File: src/rtl/shifter_pkg.sv
// Shared constants and FSM state type for the sequential left shifter.
package shifter_pkg;
  localparam int XLEN    = 32;
  localparam int SHAMT_W = $clog2(XLEN);

  typedef enum logic [1:0] {
    IDLE,
    SHIFT,
    DONE
  } shift_state_t;
endpackage

File: src/rtl/seq_left_logic_shifter_if.sv
// Request/response bundle for seq_left_logic_shifter; the rotate request bit
// exists only when LSHIFT_ROTATE_EN is defined.
interface seq_left_logic_shifter_if;
  import shifter_pkg::*;

  logic               in_valid;
  logic               in_ready;
  logic [XLEN-1:0]    operator_1;
  logic [SHAMT_W-1:0] operator_2;
  logic               out_valid;
  logic               out_ready;
  logic [XLEN-1:0]    answer;

`ifdef LSHIFT_ROTATE_EN
  logic               rotate;

  modport master (
    output in_valid, operator_1, operator_2, rotate, out_ready,
    input  in_ready, out_valid, answer
  );
  modport slave (
    input  in_valid, operator_1, operator_2, rotate, out_ready,
    output in_ready, out_valid, answer
  );
`else
  modport master (
    output in_valid, operator_1, operator_2, out_ready,
    input  in_ready, out_valid, answer
  );
  modport slave (
    input  in_valid, operator_1, operator_2, out_ready,
    output in_ready, out_valid, answer
  );
`endif
endinterface

File: src/rtl/left_shift_step.sv
// One combinational shift step: data shifted left by k (k <= STEP), vacated
// LSBs zero-filled, or filled with the bits shifted out when rotate is set.
module left_shift_step
  import shifter_pkg::*;
#(
  parameter int STEP = 1,
  parameter int KW   = $clog2(STEP + 1)
) (
  input  logic [XLEN-1:0] data,
  input  logic [KW-1:0]   k,
  input  logic            rotate,
  output logic [XLEN-1:0] result
);
  logic [XLEN-1:0] wrapped;

  always_comb begin
    // k == 0 must not wrap the whole word back in, so it is excluded explicitly.
    wrapped = (rotate && (k != '0)) ? (data >> (XLEN - int'(k))) : '0;
    result  = (data << k) | wrapped;
  end
endmodule

File: src/rtl/seq_left_logic_shifter.sv
// Multi-cycle left logical shifter, STEP bit positions per cycle, with
// valid/ready on both sides. LSHIFT_ROTATE_EN adds a rotate-left request bit.
module seq_left_logic_shifter
  import shifter_pkg::*;
#(
  parameter int STEP = 1
) (
  input  logic                     clk,
  input  logic                     rst,
  seq_left_logic_shifter_if.slave  bus
);
  localparam int KW = $clog2(STEP + 1);

  shift_state_t       state_q, state_d;
  logic [XLEN-1:0]    data_q, data_d;
  logic [XLEN-1:0]    answer_q, answer_d;
  logic [SHAMT_W-1:0] remaining_q, remaining_d;
  logic [SHAMT_W-1:0] rest;
  logic [KW-1:0]      k;
  logic               rotate_q, rotate_d;
  logic               rotate_req;
  logic [XLEN-1:0]    stepped;

`ifdef LSHIFT_ROTATE_EN
  assign rotate_req = bus.rotate;
`else
  assign rotate_req = 1'b0;
`endif

  assign k    = (remaining_q > SHAMT_W'(STEP)) ? KW'(STEP) : KW'(remaining_q);
  assign rest = remaining_q - SHAMT_W'(k);

  left_shift_step #(
    .STEP (STEP),
    .KW   (KW)
  ) u_step (
    .data   (data_q),
    .k      (k),
    .rotate (rotate_q),
    .result (stepped)
  );

  always_comb begin
    // NOTE: every output of this block gets a default first so no path can
    // leave it unassigned, which would otherwise infer a latch.
    state_d       = state_q;
    data_d        = data_q;
    remaining_d   = remaining_q;
    answer_d      = answer_q;
    rotate_d      = rotate_q;
    bus.in_ready  = (state_q == IDLE) && !rst;
    bus.out_valid = (state_q == DONE);
    bus.answer    = answer_q;

    unique case (state_q)
      IDLE: begin
        if (bus.in_valid) begin
          data_d      = bus.operator_1;
          remaining_d = bus.operator_2;
          rotate_d    = rotate_req;
          if (bus.operator_2 == '0) begin
            state_d  = DONE;
            answer_d = bus.operator_1;
          end else begin
            state_d  = SHIFT;
          end
        end
      end
      SHIFT: begin
        data_d      = stepped;
        remaining_d = rest;
        if (rest == '0) begin
          state_d  = DONE;
          answer_d = stepped;
        end
      end
      DONE: begin
        if (bus.out_ready) state_d = IDLE;
      end
      default: state_d = IDLE;
    endcase
  end

  // The published answer lives in its own register so it survives the
  // working register being reloaded by the next request.
  always_ff @(posedge clk) begin
    // NOTE: sequential state uses non-blocking assignments so every register
    // samples the pre-edge values regardless of statement order.
    if (rst) begin
      state_q     <= IDLE;
      data_q      <= '0;
      answer_q    <= '0;
      remaining_q <= '0;
      rotate_q    <= 1'b0;
    end else begin
      state_q     <= state_d;
      data_q      <= data_d;
      answer_q    <= answer_d;
      remaining_q <= remaining_d;
      rotate_q    <= rotate_d;
    end
  end
endmodule
File: src/flat_wrapper.sv
// flat-port wrapper written by rule: the top's interface ports become plain ports
module seq_left_logic_shifter_flat import shifter_pkg::*;
#(
  parameter int STEP = 1
)
  (clk, rst, bus_in_valid, bus_operator_1, bus_operator_2, bus_out_ready, bus_in_ready, bus_out_valid, bus_answer);
  seq_left_logic_shifter_if bus_i ();
  input  logic clk;
  input  logic rst;
  input wire logic [$bits(bus_i.in_valid)-1:0] bus_in_valid;
  input wire logic [$bits(bus_i.operator_1)-1:0] bus_operator_1;
  input wire logic [$bits(bus_i.operator_2)-1:0] bus_operator_2;
  input wire logic [$bits(bus_i.out_ready)-1:0] bus_out_ready;
  output wire logic [$bits(bus_i.in_ready)-1:0] bus_in_ready;
  output wire logic [$bits(bus_i.out_valid)-1:0] bus_out_valid;
  output wire logic [$bits(bus_i.answer)-1:0] bus_answer;
  assign bus_i.in_valid = bus_in_valid;
  assign bus_i.operator_1 = bus_operator_1;
  assign bus_i.operator_2 = bus_operator_2;
  assign bus_i.out_ready = bus_out_ready;
  assign bus_in_ready = bus_i.in_ready;
  assign bus_out_valid = bus_i.out_valid;
  assign bus_answer = bus_i.answer;
  seq_left_logic_shifter #(.STEP(STEP)) u_core (.clk(clk), .rst(rst), .bus(bus_i));
endmodule
File: config.mk
export PLATFORM = sky130hd
export DESIGN_NAME = seq_left_logic_shifter_flat
export DESIGN_NICKNAME = d
export VERILOG_FILES = /design/src/rtl/shifter_pkg.sv /design/src/rtl/seq_left_logic_shifter_if.sv /design/src/rtl/left_shift_step.sv /design/src/rtl/seq_left_logic_shifter.sv /design/src/flat_wrapper.sv
export SDC_FILE = /design/constraint.sdc
export NUM_CORES = 1
export LEC_CHECK = 0
export ABC_AREA = 1
export CELL_PAD_IN_SITES_DETAIL_PLACEMENT = 1
export CELL_PAD_IN_SITES_GLOBAL_PLACEMENT = 1
export CORE_MARGIN = 2
export CORE_UTILIZATION = 38
export DETAILED_ROUTE_END_ITERATION = 10
export GPL_TIMING_DRIVEN = 1
export PLACE_DENSITY_LB_ADDON = 0.2
export SYNTH_ARGS = -nofsm -noshare
export SYNTH_HDL_FRONTEND = slang
export SYNTH_SLANG_ARGS = --single-unit
File: constraint.sdc
create_clock -name clk -period 5 [get_ports clk]
set_input_delay 1 -clock clk [delete_from_list [all_inputs] [get_ports clk]]
set_output_delay 1 -clock clk [all_outputs]
set_load 0.02 [all_outputs]
==> results.md <==
- Port buffering added 74 buffers.
- The routed design has 10300 um of wire.
- No sink is reached through more buffers than the 2 on the longest clock path.
- The first detailed-routing pass ran for 4 iterations.
- The post-synthesis sequential area ratio is 0.393.
- The via count of the first global-routing pass was 3688.
- The mean routed wirelength per cell is 13.9 um.
- The leakage power summed over all cells is 2.18 nW.
- The first global-routing pass estimated 17000 um of wire.
- The endpoint identified for the worst register-to-register timing path is u_core.bus.answer[17]$_SDFFE_PP0P_.
- Data on the critical path is required at its endpoint by 5.29 ns.
- The total area inside the core boundary comes to 9240 um2.
- The total overflow left after global routing is 0.
- Of the post-synthesis cell area, the dominant cell type holds 0.393.
- The total power divided by cell area is 680 nW/um2.
- Summing over every cut layer, the via total after detailed routing is 3688.
- Buffers added to address setup during post-CTS repair amount to 0.
- The layout cell share with drive strength beyond 1 is 0.0539.
- The worst slew margin relative to its limit is 0.291.
- TritonCTS created 9 clock buffers.
- The number of antenna violations at the first check in global routing is 0.
- The final max-slew violation count is 0.
- Entering global routing, the biggest net connects 58 pins.
- The worst-case hold slack is 0.506 ns.
- The initial utilization of the core area, before any placement, comes to 0.391.
- Prior to clock tree synthesis, the placed netlist has a worst setup slack of 1.34 ns.
- Synthesis produced 554 cells.
- The number of violations reported at the end of detailed-routing iteration 0 is 127.
- The placed wire-length estimate is 6510 um.
- From left edge to right edge, the die measures 102 um.
- The path type of the worst min-delay path is flip-flop to flip-flop.
- On the worst path, the slowest cell contributes a delay of 0.63 ns.
- The clock tree skew after final layout is 0.00814 ns.
- Sorting the synthesized cells by area gives the leading types as dfxtp_1 39%, nand2_1 12%, nor2_1 9.9%.
- The instance count on the critical path is 8.
- The source-to-sink clock delay at the later pin of the worst-skew pair is 0.35 ns.
- The critical path ends at u_core.bus.answer[17]$_SDFFE_PP0P_.
- In this run the core area contains 35 standard-cell rows.
- The kind of capture point of the worst setup path is a flip-flop.
- The number of cells on the worst reg-to-reg path is 8.
- Setup slack closes at 1.69 ns.
- The combined global-route utilization of all metal layers is 0.207.
- The clock net in this run drives a total of 71 sinks.
- The tree is rooted in a clkbuf_8.
- In this run, synthesis inferred 0 flip-flops with an integrated enable.
- Setup repair after global routing left no endpoint under its margin.
- Traced cell by cell, the critical path runs through clkdlybuf4s50_1 > nand3b_2 > nand2_2 > a21oi_4 > nand2_2 > nand2_1 > nand2_1 > nor2_1.
- The number of inserted filler cells in the final layout is 1239.
- The utilization after layout is 0.493.
- Measured along the y axis, the die boundary spans 102 um.
- The setup slack on the worst flop-to-flop path is 2.14 ns.
- The startpoint class of the critical path is a primary input.
- The number of cells in the finished layout apart from fillers is 741.
- The library cells used most frequently in the layout, excluding fill and tap cells, are 117 x nand2_1, 95 x nor2_1, 74 x clkdlybuf4s50_1.
- The critical path's top delay family is simple AND/OR/NAND/NOR gates.
- Dividing the detail-routed via count by the number of cells gives 4.98.
- The number of cells in the design after placement is 728.
- The die covers 10300 um2.
- The predominant post-synthesis flop cell is dfxtp_1.
- Along the worst path, the maximum fanout reaches 57.
- In this run the number of H-tree levels came out at 3.
- The run finished with clean final reports.
- TritonCTS built the clock tree.
- The sum of negative setup slack is 0 ns.
- The antenna diode instance count is 0.
- The count of maximum capacitance violations is 0.
- Counting every net in the synthesized netlist gives 597.
- The launch point of the worst reg-to-reg path is u_core.state_q[0]$_SDFFE_PP0P_.
- The register clock-pin slew on the reported worst setup and hold paths is 0.08 ns.
- The total of warnings raised by yosys is 0.
- The number of resized instances in the post-cts repair step is 0.
- The flip-flop and latch count after synthesis is 71.
- In this run the cell area of the synthesized design comes to 3610 um2.
- The cell type with the largest total area after synthesis is dfxtp_1.
- The endpoint arrival time on the critical path is 3.60 ns.
- Synthesis instantiated 27 different standard cells from the library.
- The worst setup path is of the primary input to flip-flop kind.
- After synthesis, the share of flip-flops with an asynchronous set or reset is 0.
- VDD sags by at most 0.282 mV.
- The top-level port count is 75.
- The congestion estimate from routability-driven global placement came to 0.732.
- The origin of the worst setup path is bus_in_valid.
- The signed area change from the synthesized netlist to the final layout is 26.2%.
- For this run, the top clock speed supported by timing is 302 MHz.
- For the pin with the worst max-slew slack, the measured transition is 1.06 ns.
- Together, buffers and inverters on the worst path number 1.
- In this run, post-CTS hold repair placed 0 buffers.
- The mean instance size in the synthesized netlist is 6.52 um2.
- The most frequent standard cell in the layout excluding fill and tap cells is nand2_1.
- The final period utilization is 0.662.
- The worst path needs 3.31 ns of the cycle, external delays included.
- The residual antenna-violating net count after detailed routing is 0.
- The net count of the finished layout is 653.
- For this run, design rule violations remaining after detail routing come to 0.
- The number of hold violations in the final report is 0.
- Setup violations remaining at the end of the flow were counted as 0.
- On the critical path, the stage with the largest delay is an instance of nand2_2.
==> per-stage QoR <==
| step | instance area, um2 | total power (W) |
|---|---|---|
| final | 4560 | 0.00310 |
| after global placement | 4390 | 0.00262 |
| after detailed placement | 4390 | 0.00269 |
| after CTS | 4560 | 0.00313 |
| after floorplan | 3610 | 0.00215 |
| after global routing | 4560 | 0.00337 |
==> worst reg2reg max path, stage by stage, from the launching register on <==
cell and delay, ns:
dfxtp_1 0.53, inv_2 0.13, nand3b_2 0.12, nand2_2 0.41, a21oi_4 0.47, nand2_2 0.64, nand2_1 0.30, nand2_1 0.08
nor2_1 0.13
==> Yosys cell counts (4+ instances only) <==
master      n
nor2_1     95
o211ai_1    4
o21ai_0    34
o21bai_1   28
a21oi_1    66
nand3_1    11
buf_2      11
clkbuf_1   17
nand2_1   117
inv_1      69
inv_2       5
dfxtp_1    71
==> where the power goes <==
group	internal, W	switching [W]	total (W)
registers	0.000814	0.000171	0.000985
logic	0.000615	0.00108	0.00169
clock network	0.000212	0.000209	0.000421
==> sequential cells by signal, summed over array words and instances, names as in the netlist <==
name	count
u_core.bus.answer	32
u_core.data_q	32
u_core.remaining_q	5
u_core.state_q	2
==> worst min-delay path by stage <==
stage	from	to	cells past startpoint
floorplan	u_core.data_q[22]$_SDFFE_PP0P_	u_core.data_q[22]$_SDFFE_PP0P_	2
global placement	u_core.bus.answer[28]$_SDFFE_PP0P_	u_core.bus.answer[28]$_SDFFE_PP0P_	4
detailed placement	u_core.bus.answer[20]$_SDFFE_PP0P_	u_core.bus.answer[20]$_SDFFE_PP0P_	2
CTS	u_core.bus.answer[20]$_SDFFE_PP0P_	u_core.bus.answer[20]$_SDFFE_PP0P_	2
global route	u_core.bus.answer[4]$_SDFFE_PP0P_	u_core.bus.answer[4]$_SDFFE_PP0P_	4
finish	u_core.bus.answer[20]$_SDFFE_PP0P_	u_core.bus.answer[20]$_SDFFE_PP0P_	2
==> per-layer routing <==
metal	wire, um	vias to the layer above	global-route usage
met3	308	12	0.0311
met5	0	-	0
li1	-	1843	-
met1	4690	1765	0.251
met2	5170	68	0.365
met4	172	0	0.0821
==> area by class of cell <==
cell class	count	area, um2	share of cell area
clock buffer	12	165	0.0362
clock inverter	1	5.00	0.00110
inverter	74	278	0.0609
multi-input combinational	376	1760	0.386
sequential	71	1420	0.312
tap	129	161	0.0354
timing repair buffer	78	771	0.169
==> logic make-up (layout without fill, tap and decap cells) <==
| kind of cell | after synthesis | after routing | share of synthesized area |
|---|---|---|---|
| simple gates | 235 | 235 | 0.258 |
| compound gates | 138 | 138 | 0.219 |
| buf+inv | 107 | 165 | 0.120 |
| flops | 71 | 71 | 0.393 |
| fa+ha+maj | 2 | 2 | 0.00692 |
| xor+xnor | 1 | 1 | 0.00242 |
Note: power is estimated with default switching activity, not from simulation.
